<file path="config.mk">
export PLATFORM = sky130hd
export DESIGN_NAME = pc_fetch_unit
export DESIGN_NICKNAME = d
export VERILOG_FILES = /design/src/rtl/pc_fetch_unit_pkg.sv /design/src/rtl/pc_fetch_unit_adder.sv /design/src/rtl/pc_fetch_unit.sv
export SDC_FILE = /design/constraint.sdc
export NUM_CORES = 1
export LEC_CHECK = 0
export CAP_MARGIN = 10
export CORE_MARGIN = 8
export CORE_UTILIZATION = 30
export DETAILED_ROUTE_END_ITERATION = 6
export REMOVE_ABC_BUFFERS = 1
export SYNTH_ARGS = -nofsm -noshare
export SYNTH_HDL_FRONTEND = slang
export SYNTH_SLANG_ARGS = --single-unit
</file>
<file path="constraint.sdc">
create_clock -name clk -period 4.5 [get_ports clk]
set_input_delay 0.9 -clock clk [delete_from_list [all_inputs] [get_ports clk]]
set_output_delay 0.9 -clock clk [all_outputs]
set_load 0.01 [all_outputs]
</file>
<file path="src/rtl/pc_fetch_unit_pkg.sv">
// Shared encodings and widths for the PC / instruction-fetch sequencer.
package pc_fetch_unit_pkg;

  localparam int unsigned ADDR_W     = 32;
  localparam int unsigned JIDX_W     = 26;
  localparam int unsigned WORD_BYTES = 4;

  typedef enum logic [1:0] {
    REDIRECT_BRANCH = 2'd0,
    REDIRECT_JUMP   = 2'd1,
    REDIRECT_JR     = 2'd2,
    REDIRECT_RSVD   = 2'd3
  } redirect_sel_e;

  typedef enum logic [1:0] {
    ST_BOOT   = 2'd0,
    ST_RUN    = 2'd1,
    ST_SQUASH = 2'd2
  } fetch_state_e;

  // J-type target: upper nibble of the delay-slot PC, index, word aligned.
  function automatic logic [ADDR_W-1:0] jump_target(input logic [ADDR_W-1:0] pc4,
                                                    input logic [JIDX_W-1:0] idx);
    return {pc4[ADDR_W-1:ADDR_W-4], idx, 2'b00};
  endfunction

endpackage

</file>
<file path="src/rtl/pc_fetch_unit_adder.sv">
// Plain modulo-2^WIDTH adder shared by the datapath.
module adder #(
  parameter int unsigned WIDTH = 32
) (
  input  logic [WIDTH-1:0] a,
  input  logic [WIDTH-1:0] b,
  output logic [WIDTH-1:0] y
);

  assign y = a + b;

endmodule

</file>
<file path="src/rtl/pc_fetch_unit.sv">
// Program counter, next-PC selection and fetch sequencing for the MIPS front end.
module pc_fetch_unit
  import pc_fetch_unit_pkg::*;
#(
  parameter logic [31:0] RESET_VECTOR = 32'h0000_0000,
  parameter int unsigned COUNT_WIDTH  = 32
) (
  input  logic                   clk,
  input  logic                   reset,
  input  logic                   stall,
  input  logic                   imem_ready,
  input  logic                   redirect_valid,
  input  logic [1:0]             redirect_sel,
  input  logic [31:0]            branch_offset,
  input  logic [25:0]            jump_index,
  input  logic [31:0]            jr_target,
  output logic                   imem_req,
  output logic [31:0]            imem_addr,
  output logic [31:0]            pc,
  output logic [31:0]            pc_plus4,
  output logic                   fetch_valid,
  output logic [31:0]            fetch_pc,
  output logic                   addr_error,
  output logic [COUNT_WIDTH-1:0] fetch_count
);

  fetch_state_e       state;
  logic               accept;
  logic [ADDR_W-1:0]  branch_off_bytes;
  logic [ADDR_W-1:0]  branch_target;
  logic [ADDR_W-1:0]  redirect_target;
  logic               jr_misaligned;

  adder #(.WIDTH(ADDR_W)) u_pc_inc (
    .a (pc),
    .b (ADDR_W'(WORD_BYTES)),
    .y (pc_plus4)
  );

  assign branch_off_bytes = branch_offset << 2;

  adder #(.WIDTH(ADDR_W)) u_branch_tgt (
    .a (pc_plus4),
    .b (branch_off_bytes),
    .y (branch_target)
  );

  assign accept    = imem_ready & ~stall;
  assign imem_addr = pc;

  // Redirect target mux; the reserved encoding behaves as jr.
  always_comb begin
    redirect_target = {jr_target[31:2], 2'b00};
    jr_misaligned   = 1'b0;
    unique case (redirect_sel_e'(redirect_sel))
      REDIRECT_BRANCH: redirect_target = branch_target;
      REDIRECT_JUMP:   redirect_target = jump_target(pc_plus4, jump_index);
      default:         jr_misaligned   = |jr_target[1:0];
    endcase
  end

  // Fetch sequencer; a redirect squashes the in-flight fetch for one cycle.
  always_ff @(posedge clk) begin
    if (reset) begin
      state       <= ST_BOOT;
      pc          <= RESET_VECTOR;
      fetch_pc    <= RESET_VECTOR;
      fetch_valid <= 1'b0;
      addr_error  <= 1'b0;
      fetch_count <= '0;
      imem_req    <= 1'b0;
    end else begin
      fetch_valid <= 1'b0;
      addr_error  <= 1'b0;
      unique case (state)
        ST_BOOT: begin
          state    <= ST_RUN;
          imem_req <= 1'b1;
        end
        ST_RUN: begin
          if (redirect_valid) begin
            pc         <= redirect_target;
            addr_error <= jr_misaligned;
            state      <= ST_SQUASH;
            imem_req   <= 1'b0;
          end else if (accept) begin
            pc          <= pc_plus4;
            fetch_pc    <= pc;
            fetch_valid <= 1'b1;
            fetch_count <= fetch_count + COUNT_WIDTH'(1);
          end
        end
        ST_SQUASH: begin
          if (redirect_valid) begin
            pc         <= redirect_target;
            addr_error <= jr_misaligned;
          end else begin
            state    <= ST_RUN;
            imem_req <= 1'b1;
          end
        end
        default: begin
          state    <= ST_BOOT;
          imem_req <= 1'b0;
        end
      endcase
    end
  end

endmodule

</file>
==> impl_metrics.json <==
{
  "status": "finished, final reports clean",
  "timing.final.crit_period_ns": 4.077,
  "worstSetupStartpointType": "register",
  "rsz0062_at_grt": "false",
  "route.detailed.drc": 0,
  "insertion_delay_ns": 0.35,
  "hold_buffers": 0,
  "final_nets": 1275,
  "die_h_um": 169.0,
  "synth.area.top_cells": "dfxtp_1, a21oi_1, nand2_1, ha_1, xor2_1",
  "slew_headroom_pct": 52.42,
  "cts_resized": 0,
  "period_share_pct": 90.61,
  "initial_core_util_pct": 30.26,
  "cts.path.max_buffers": 2,
  "drt-initial-drc-count": 455,
  "post-dp-hpwl_um": 21290,
  "cp_data_arrival_time_ns": 4.35,
  "switchingPower_mw": 0.9279,
  "hold_viol_final": 0,
  "worst_pin_slew_ns": 0.7138,
  "drv_slew": 0,
  "antenna_found_initial": 0,
  "synth_async_sr_flop_share_pct": 0,
  "vias": 7347,
  "yosysUniqueCellTypes": 66,
  "worst_slack_ns": 0.4226,
  "crit_required_ns": 4.77,
  "r2r-start": "imem_addr[9]",
  "hold_ws_ns": 0.4536,
  "cts_setup_buffers": 0,
  "synth_seq_cells": 100,
  "final_cell_mix": "clkdlybuf4s50_1, nand2_1, dfxtp_1",
  "cts_tree": "built",
  "setup_viol": 0,
  "routed_wl_um": 27380,
  "ios": 260,
  "fin_area_um2": 10080,
  "power_switching_share_pct": 32.98,
  "rows": 56,
  "grt_use_total_pct": 18.71,
  "ys_warn_count": 0,
  "pwr-share-comb_pct": 34.4,
  "r2r-end": "imem_addr[28]",
  "overflow": 0,
  "avgRoutedWirePerCell_um": 18.71,
  "areaGrowthSynthToFinish_pct": 43.70,
  "final_util_pct": 43.48,
  "hp-class": "reg -> reg",
  "core_um2": 23190,
  "ff2ff_path_depth": 15,
  "r2r_slack_ns": 0.42,
  "yosysTopAreaCell": "dfxtp_1",
  "ys_seq_area_share_pct": 28.53,
  "vdd_drop_max_mv": 0.1577,
  "power_frac_seq_pct": 34.9,
  "fill_cells": 2335,
  "min_to": "fetch_pc[14]",
  "hold_depth": 2,
  "clk_pin_slew_worst_paths_ns": 0.08,
  "synth_edf_count": 0,
  "htreeDepth": 3,
  "n_antenna_cell": 0,
  "hold_start": "fetch_pc[14]",
  "cts_sinks": 100,
  "netlist_area_um2": 7018,
  "ant_nets": 0,
  "synthFlopType": "dfxtp_1",
  "first_pass_iters": 5,
  "finalSetupTns_ns": 0,
  "die-area_um2": 28540,
  "grt_pass1_wl_um": 41990,
  "clock-root-buffer": "clkbuf_16",
  "layout_commonest_cell": "clkdlybuf4s50_1",
  "synth.top_cell.area_share_pct": 28.53,
  "power.internal_mw": 1.885,
  "grt_pass1_vias": 7165,
  "dpl_worst_slack_ns": 0.3348,
  "io_buffers": 257,
  "gp_congestion": 0.9147,
  "avgSynthCellArea_um2": 7.554,
  "maxCapViolations": 0,
  "clockPowerShare_pct": 30.7,
  "via_per_inst": 5.022,
  "crit_path_end_kind": "register",
  "cp_max_fo": 9,
  "synthCells": 929,
  "dieWidth_um": 169.0,
  "place_area_um2": 9746,
  "cts_buffers": 9,
  "skew_ns": 0.01271,
  "power_density_nw_per_um2": 279.0,
  "p_leak_nw": 3.842,
  "grt_max_degree": 62,
  "drive_above_1_share_pct": 5.420,
  "crit_type": "reg -> reg",
  "clock.fmax_mhz": 245.3
}
[per-layer routing]
layer / share of wire, % / global-route usage (%) / wire length (um) / vias to the layer above
met3: 4.6 / 2.609 / 1260 / 34
li1: - / - / - / 3667
met2: 48 / 31.32 / 13060 / 203
met1: 45 / 24.07 / 12360 / 3443
met4: 2.5 / 6.871 / 696 / 0
met5: 0 / 0 / 0 / -
[final cells by class]
cell class / instances / area [um2] / area share [%]
multi-input combinational: 726 / 4507 / 44.69
timing repair buffer: 287 / 2795 / 27.72
sequential: 100 / 2002 / 19.85
tap: 319 / 399.1 / 3.958
clock buffer: 11 / 242.7 / 2.407
clock inverter: 5 / 82.58 / 0.8189
inverter: 15 / 56.30 / 0.5583
[synthesized netlist by cell type (11+ instances only)]
cell type	instances
nand2_1	132
dfxtp_1	100
a21oi_1	99
nor2_1	76
o21ai_0	59
xor2_1	47
clkbuf_1	43
ha_1	38
buf_4	37
nand3_1	35
xnor2_1	33
and3_1	23
a21o_1	18
nor3_1	15
inv_1	14
a211oi_1	12
nand4_1	11
[worst max-delay path: stages, from the launching register on]
cell and delay [ns]:
dfxtp_1 0.52, nand4_2 0.25, nor4_4 0.35, and2_1 0.26
nand3_1 0.12, xnor2_1 0.26, ha_1 0.37, a21o_1 0.21
a21o_1 0.17, a21o_1 0.19, or3b_1 0.37, o221ai_1 0.27
o21ai_1 0.15, xnor2_1 0.14, o21a_1 0.17, a211oi_1 0.20
[worst max path at each step]
stage,start,endpoint,slack [ns]
2_1_floorplan,imem_addr[2],imem_addr[31],0.62
3_3_place_gp,imem_addr[2],imem_addr[27],0.40
3_5_place_dp,imem_addr[2],imem_addr[27],0.33
4_1_cts,imem_addr[2],imem_addr[27],0.30
5_1_grt,imem_addr[2],imem_addr[27],0.04
6_report,imem_addr[9],imem_addr[28],0.42
[logic make-up (layout without fill, tap and decap cells)]
group	after synthesis	after routing	share of synthesized area, %
XOR/XNOR	81	81	10.38
adder cells (fa/ha/maj)	39	39	7.060
AO/OA/AOI/OAI	259	259	22.48
buffers and inverters	103	318	7.559
flip-flops	100	100	28.53
AND/OR/NAND/NOR	341	341	23.14
multiplexers	6	6	0.8558
[flip-flops by register name, indices dropped and copies added (netlist names)]
| name | cells |
|---|---|
| fetch_count | 32 |
| fetch_pc | 32 |
| imem_addr | 32 |
| state | 2 |
| addr_error | 1 |
| fetch_valid | 1 |
[metrics by stage]
| step | std cells | total power, mW |
|---|---|---|
| after floorplan | 841 | 1.461 |
| after global placement | 1447 | 1.958 |
| after detailed placement | 1447 | 1.961 |
| after CTS | 1463 | 2.835 |
| after global routing | 1463 | 2.968 |
| final | 1463 | 2.813 |
[power groups by stage]
stage	logic, mW	registers (mW)	clock network [mW]
2_1_floorplan	0.439	1.02	0
3_3_place_gp	0.956	1.00	0
3_5_place_dp	0.958	1.00	0
4_1_cts	0.963	0.982	0.891
5_1_grt	1.05	0.988	0.930
6_report	0.967	0.982	0.865
Note: power is estimated with default switching activity, not from simulation.
